--- src/rtl/switch_debounce_reader_if.sv ---
// switch_debounce_reader_if: switch input and debounced digit bus
//   master: drives sw_raw, hold; observes hex_digit, update, settling
//   slave : the debouncer, consumes sw_raw/hold and produces the outputs
interface switch_debounce_reader_if #(
  parameter int WIDTH = 4
);
  logic [WIDTH-1:0] sw_raw;
  logic             hold;
  logic [WIDTH-1:0] hex_digit;
  logic             update;
  logic             settling;
  modport master (output sw_raw, hold, input hex_digit, update, settling);
  modport slave  (input sw_raw, hold, output hex_digit, update, settling);
endinterface

--- src/rtl/switch_debounce_reader.sv ---
// switch_debounce_reader: synchronise and debounce a raw switch bus into a clean digit
//   clk            system clock
//   rst_n          asynchronous active-low reset
//   bus.sw_raw     raw switch pins, asynchronous, may bounce
//   bus.hold       freezes hex_digit and ignores switch changes
//   bus.hex_digit  debounced value
//   bus.update     one-cycle pulse when hex_digit takes a new value
//   bus.settling   high while a candidate value is being timed
module switch_debounce_reader #(
  parameter int WIDTH           = 4,
  parameter int DEBOUNCE_CYCLES = 1_000_000
) (
  input logic                      clk,
  input logic                      rst_n,
  switch_debounce_reader_if.slave  bus
);
  localparam int CNT_W = $clog2(DEBOUNCE_CYCLES + 1);
  localparam logic [CNT_W-1:0] CNT_MAX = CNT_W'(DEBOUNCE_CYCLES);
  typedef enum logic {STABLE, SETTLING} state_t;
  state_t           r_state;
  logic [WIDTH-1:0] r_sync1, r_sync2, r_cand, r_hex;
  logic [CNT_W-1:0] r_cnt;
  logic             r_update, r_settling;
  always_ff @(posedge clk or negedge rst_n) begin
    if (!rst_n) begin
      r_sync1    <= '0;
      r_sync2    <= '0;
      r_cand     <= '0;
      r_hex      <= '0;
      r_cnt      <= '0;
      r_update   <= 1'b0;
      r_settling <= 1'b0;
      r_state    <= STABLE;
    end else begin
      r_sync1  <= bus.sw_raw;
      r_sync2  <= r_sync1;
      r_update <= 1'b0;
      case (r_state)
        STABLE:
          if (!bus.hold && r_sync2 != r_hex) begin
            r_cand     <= r_sync2;
            r_cnt      <= CNT_W'(1);
            r_state    <= SETTLING;
            r_settling <= 1'b1;
          end
        SETTLING:
          // hold wins over completion; returning to the old value is a rejected glitch
          if (bus.hold || r_sync2 == r_hex) begin
            r_state    <= STABLE;
            r_settling <= 1'b0;
          end else if (r_sync2 != r_cand) begin
            r_cand <= r_sync2;
            r_cnt  <= CNT_W'(1);
          end else if (r_cnt == CNT_MAX) begin
            r_hex      <= r_cand;
            r_update   <= 1'b1;
            r_state    <= STABLE;
            r_settling <= 1'b0;
          end else begin
            r_cnt <= r_cnt + CNT_W'(1);
          end
        default: begin
          r_state    <= STABLE;
          r_settling <= 1'b0;
        end
      endcase
    end
  end
  assign bus.hex_digit = r_hex;
  assign bus.update    = r_update;
  assign bus.settling  = r_settling;
endmodule

--- src/flat_wrapper.sv ---
// flat-port wrapper written by rule: the top's interface ports become plain ports
module switch_debounce_reader_flat 
#(
  parameter int WIDTH           = 4,
  parameter int DEBOUNCE_CYCLES = 1_000_000
)
  (clk, rst_n, bus_sw_raw, bus_hold, bus_hex_digit, bus_update, bus_settling);
  switch_debounce_reader_if #(.WIDTH(WIDTH)) bus_i ();
  input logic clk;
  input logic rst_n;
  input wire logic [$bits(bus_i.sw_raw)-1:0] bus_sw_raw;
  input wire logic [$bits(bus_i.hold)-1:0] bus_hold;
  output wire logic [$bits(bus_i.hex_digit)-1:0] bus_hex_digit;
  output wire logic [$bits(bus_i.update)-1:0] bus_update;
  output wire logic [$bits(bus_i.settling)-1:0] bus_settling;
  assign bus_i.sw_raw = bus_sw_raw;
  assign bus_i.hold = bus_hold;
  assign bus_hex_digit = bus_i.hex_digit;
  assign bus_update = bus_i.update;
  assign bus_settling = bus_i.settling;
  switch_debounce_reader #(.WIDTH(WIDTH), .DEBOUNCE_CYCLES(DEBOUNCE_CYCLES)) u_core (.clk(clk), .rst_n(rst_n), .bus(bus_i));
endmodule
--- config.mk ---
export PLATFORM = sky130hd
export DESIGN_NAME = switch_debounce_reader_flat
export DESIGN_NICKNAME = d
export VERILOG_FILES = /design/src/rtl/switch_debounce_reader_if.sv /design/src/rtl/switch_debounce_reader.sv /design/src/flat_wrapper.sv
export SDC_FILE = /design/constraint.sdc
export NUM_CORES = 1
export LEC_CHECK = 0
export CAP_MARGIN = 25
export CORE_UTILIZATION = 62
export CTS_CLUSTER_SIZE = 8
export DETAILED_ROUTE_END_ITERATION = 12
export GPL_ROUTABILITY_DRIVEN = 0
export GPL_TIMING_DRIVEN = 0
export PLACE_DENSITY_LB_ADDON = 0.12
export SLEW_MARGIN = 20
export SYNTH_ARGS = -nofsm -noshare
export SYNTH_HDL_FRONTEND = slang
export SYNTH_SLANG_ARGS = --single-unit
--- constraint.sdc ---
create_clock -name clk -period 2.9 [get_ports clk]
set_input_delay 0.29 -clock clk [delete_from_list [all_inputs] [get_ports clk]]
set_output_delay 0.29 -clock clk [all_outputs]
set_load 0.01 [all_outputs]
# == Yosys cells after proc, flatten, opt, wreduce, memory -nomap -nowiden ==
# Cells that the tools add are included.
# word_totals
register_bits,39
latch_bits,0
mem_bits_rw,0
mem_bits_ro,0
in_bits,7
output_inout_bits,6
wordCells,52
mem_count,0
# op_classes
addsub,1
multipliers,0
div,0
magnitude_cmp,0
eq_ne,10
shifts,0
mux,23
bitwise,3
reduce_logical,7
# ops
op,count
2-to-1 mux 20 bit,4
case mux 20 bit (2 select lines),1
adder 20 x 1 -> 20 bit (second input constant),1
== test 20 bit (second input constant),1
2-to-1 mux 1 bit,12
2-to-1 mux 4 bit,3
!= test 3 bit (second input constant),3
AND reduction 3 bit,3
!= test 4 bit,2
case mux 4 bit (2 select lines),1
== test 4 bit,1
!= test 2 bit (second input constant),2
case mux 1 bit (2 select lines),2
AND reduction 4 bit,1
NOT 1 bit,3
!= test 2 x 1 -> 1 bit (second input constant),1
logical AND 1 bit,1
logical NOT 1 bit,1
logical OR 1 bit,1

# == Longest topological paths before layout ==
# depth
word_depth,5
depth_mapped,7
ltp_nobuf,7

# == Worst setup path before layout ==
# Ideal clock, no wire load.
# synth_path
path_type,register to register
start,"reg u_core.r_hex[1], in the netlist u_core.bus.hex_digit[1]"
end,reg u_core.r_cand[2]
t_arrival_ns,1.621
required_time_ns,2.775
slack_ns,1.155
path_stages_with_launch,6
n_path_buf,1
period_less_slack_ns,1.745
cell_sequence,dfrtp_1 -> xnor2_1 -> a41o_1 -> buf_6 -> nor2_1 -> mux2_2
# synth_via
elab_chain_len,4
elab_cells_between_ends,7
cone_classes,4 x eq/ne; 3 x reduce/logical
# synth_rtl
element,line_no,source
from (decl),switch_debounce_reader.sv:21,"logic [WIDTH-1:0] r_sync1, r_sync2, r_cand, r_hex;"
from (signal assigned),switch_debounce_reader.sv:55,r_hex <= r_cand;
== test 4 bit or != test 4 bit (tied branches),"switch_debounce_reader.sv:48, switch_debounce_reader.sv:40",
logical OR 1 bit or logical AND 1 bit (tied branches),"switch_debounce_reader.sv:48, switch_debounce_reader.sv:40",
!= test 2 bit (no line) or != test 2 x 1 -> 1 bit (tied branches),n/a,
AND reduction 3 bit (no line) *,n/a,
to (signal assigned),switch_debounce_reader.sv:41,r_cand <= r_sync2;
to (signal assigned),switch_debounce_reader.sv:52,r_cand <= r_sync2;
to (decl),switch_debounce_reader.sv:21,
# Mark *: on every way between the ends. The rest lies on a longest branch, timed or not.
# A chain may end at the register's enable or synchronous reset.

# == Worst setup path after layout ==
# layout_path
start,reg u_core.r_cand[2]
end,reg u_core.r_cnt[5]
# layout_via
elab_chain_len,4
elab_cells_between_ends,6
cone_classes,2 x eq/ne; 3 x mux; 1 x reduce/logical
# layout_rtl
element,line_no,source
!= test 4 bit *,switch_debounce_reader.sv:51,end else if (r_sync2 != r_cand) begin
2-to-1 mux 20 bit,switch_debounce_reader.sv:51,
2-to-1 mux 20 bit,switch_debounce_reader.sv:48,if (bus.hold || r_sync2 == r_hex) begin
case mux 20 bit (2 select lines),switch_debounce_reader.sv:38,case (r_state)
to (signal assigned),switch_debounce_reader.sv:60,r_cnt <= r_cnt + CNT_W'(1);
to (decl),switch_debounce_reader.sv:22,logic [CNT_W-1:0] r_cnt;
# Mark *: on every way between the ends. The rest lies on a longest branch, timed or not. The select of a mux whose other input is x is not followed.

==> out/qor.txt <==
Outcome: finished clean
Achievable Freq: 497 MHz
Reg2Reg Launch Point: u_core.r_cand[2]
Maxcap violations: 0
Die W: 57.3 um
Pwr per Cell Area: 434 mW/mm^2
Via count: 1534
CTS sink cnt: 39
CTS HTree Levels: 2
Yosys top cell by area: dfrtp_1
Vert. Die Dim: 57.3 um
Clock transition at the registers of the reported paths: 110 ps
Worst min path class: input port to async pin
Crit path DAT: 2250 ps
CTS max path bufs: 2
RSZ-0062 raised after global routing: no
Async S/R FF share, synth: 1.00
Worst setup endpoint: u_core.r_cnt[5]
Full die area: 0.00328 mm^2
Total CTS buffers: 5
Cell area after technology mapping: 0.00190 mm^2
Seq/Total Area, Yosys: 0.515
Period Utilization, post-route: 0.694
Global-route wire length before repair: 7.09 mm
Synth Instances: 187
Crit Path Max Fanout: 6
Post-CTS Setup Bufs: 0
R2R Setup Slk: 890 ps
Final worst setup slack: 888 ps
Layout cells sized above 1: 0.0918
Worst-Skew Late Latency: 350 ps
Synth Register Bits: 39
Crit-path max cell delay: 430 ps
Top FF cell, synth: dfrtp_1
Vias/cell: 6.45
Top cells by area, synth: dfrtp_1 (51%), nand2_1 (5.1%), o21ai_0 (5.0%)
Cell Rows: 19
DR WL/cell: 16.9 um
Fin Setup TNS: 0 ps
Final Power: 921 uW
Slew @ Worst Pin: 574 ps
FILL cells: 205
Minimum clock period: 2010 ps
Critical Path Start: u_core.r_cand[2]
Leak: 0.000911 uW
Skew final: 16.0 ps
Pre-CTS WS: 851 ps
Top-Level Pins: 13
ANT nets after route: 0
DRC viols: 0
Total gr overflow: 0
Diode count: 0
Synth top area share: 0.515
Synth Area per Inst: 10.1 um^2
Initial DRC Count: 64
Distinct cell type count after synthesis: 35
Core Box Area: 0.00283 mm^2
Slew Limit Fails: 0
Largest net degree at the start of global routing: 31
CTS Hold Bufs: 1
Critical-path cell list: xnor2_1 > nand3_1 > nor2_1 > nand2_1 > o41ai_1
Maximum vdd drop: 0.387 mV
Worst reg2reg endpoint: u_core.r_cnt[5]
Final nets: 217
First-pass DRT Iterations: 5
Worst slew margin: 0.614
GRT Util Overall: 0.288
Detailed placer's ending HPWL: 2.94 mm
Required time of the worst setup path: 3140 ps
Reg2Reg Depth: 5
# setup viols final: 0
Port Buf Inserts: 12
Hold Vio Cnt, Final: 0
CP Class: flip-flop to flip-flop
Final wirelength: 4.02 mm
Most frequent cell after synthesis: dfrtp_1
CTS tree: built
Post-CTS sizing: 0
Post-synth EDFFs: 0
CP Launch Type: flip-flop
Critical path's slowest cell: dfrtp_1
Area Growth Syn to Fin: 11.9%
Antenna violations before repair: 0
YS warnings: 0
Initial Util: 0.670
Synth top cells by count: dfrtp_1 (39), nand2_1 (26), o21ai_0 (19)
Syn nets: 196
Vias in the first global route: 1589
Setup crit end kind: flip-flop
Clock Root Buffer: clkbuf_4
power by group:
group | internal (uW) | total (uW) | leakage (uW) | switching (uW)
clock | 86.3 | 252 | 0.0000242 | 166
combinational | 38.3 | 96.1 | 0.000377 | 57.8
sequential | 559 | 573 | 0.000509 | 13.9
total | 684 | 921 | 0.000911 | 238
flip-flops by register name, summed over array words and instances, names as in the netlist:
signal                cells
u_core.r_sync1            4
u_core.bus.update         1
u_core.r_cnt             20
u_core.bus.settling       1
u_core.r_sync2            4
u_core.r_state            1
u_core.r_cand             4
u_core.bus.hex_digit      4
per-layer routing:
layer / GRT usage / share of wire
met1: 0.379 / 0.42
met2: 0.464 / 0.50
met3: 0.0748 / 0.068
met4: 0.108 / 0.014
met5: 0 / 0
final cells by class:
cell class              instances  area [um^2]  area share
clock buffers                   6         41.3      0.0195
flip-flops and latches         39          976       0.460
plain buffers                   5         26.3      0.0124
repair buffers                 14          145      0.0684
well taps                      31         38.8      0.0183
inverters                       5         18.8     0.00884
multi-input cells             138          876       0.413
cells by family (layout without fill, tap and decap cells):
group | Yosys count | in the layout | synth area share
buf+inv | 10 | 30 | 0.0237
xor+xnor | 13 | 13 | 0.0600
mux | 6 | 6 | 0.0429
fa+ha+maj | 2 | 2 | 0.0132
simple gates | 82 | 82 | 0.229
compound gates | 35 | 35 | 0.117
flops | 39 | 39 | 0.515
worst min path at each step:
stage / slack (ps) / startpoint / endpoint / cells past startpoint
floorplan: -6 / rst_n / u_core.bus.hex_digit[0] / 0
global placement: 330 / u_core.r_sync1[0] / u_core.r_sync2[0] / 0
detailed placement: 160 / rst_n / u_core.r_cnt[17] / 1
CTS: 330 / rst_n / u_core.r_cnt[15] / 2
global route: 330 / rst_n / u_core.r_cnt[11] / 2
finish: 320 / rst_n / u_core.r_cnt[16] / 2
placed cells by master (no fill, tap or decap), drive strengths merged:
master,count
dfrtp,39
nand2,27
o21ai,19
nor3,15
nor2,11
clkdlybuf4s50,11
clkbuf,10
xnor2,9
nand4,8
inv,5
nand3,5
nor4,5
mux2,5
o31ai,4
xor2,4
and3,3
a21oi,3
buf,3
nor2b,2
and2,2
a22o,2
a211oi,2
ha,2
nor4bb,1
a41o,1
a21o,1
a41oi,1
o41ai,1
nor3b,1
or2,1
mux2i,1
a31oi,1
and4bb,1
dlygate4sd3,1
critical path, delay by kind of cell (launching register included):
family / cells / cell delay [ps]
compound gates: 1 / 390
flops: 1 / 430
simple gates: 3 / 890
xor+xnor: 1 / 200
through the flow:
stage / hold slack [ps] / cell area [um^2] / instances / util
after floorplan: -5.59 / 1900 / 187 / -
after global placement: 335 / 2060 / 230 / 0.727
after detailed placement: 162 / 2070 / 231 / 0.732
after CTS: 325 / 2120 / 238 / 0.750
after global routing: 334 / 2120 / 238 / 0.750
final: 321 / 2120 / 238 / 0.750
(Power assumes the default switching activity.)
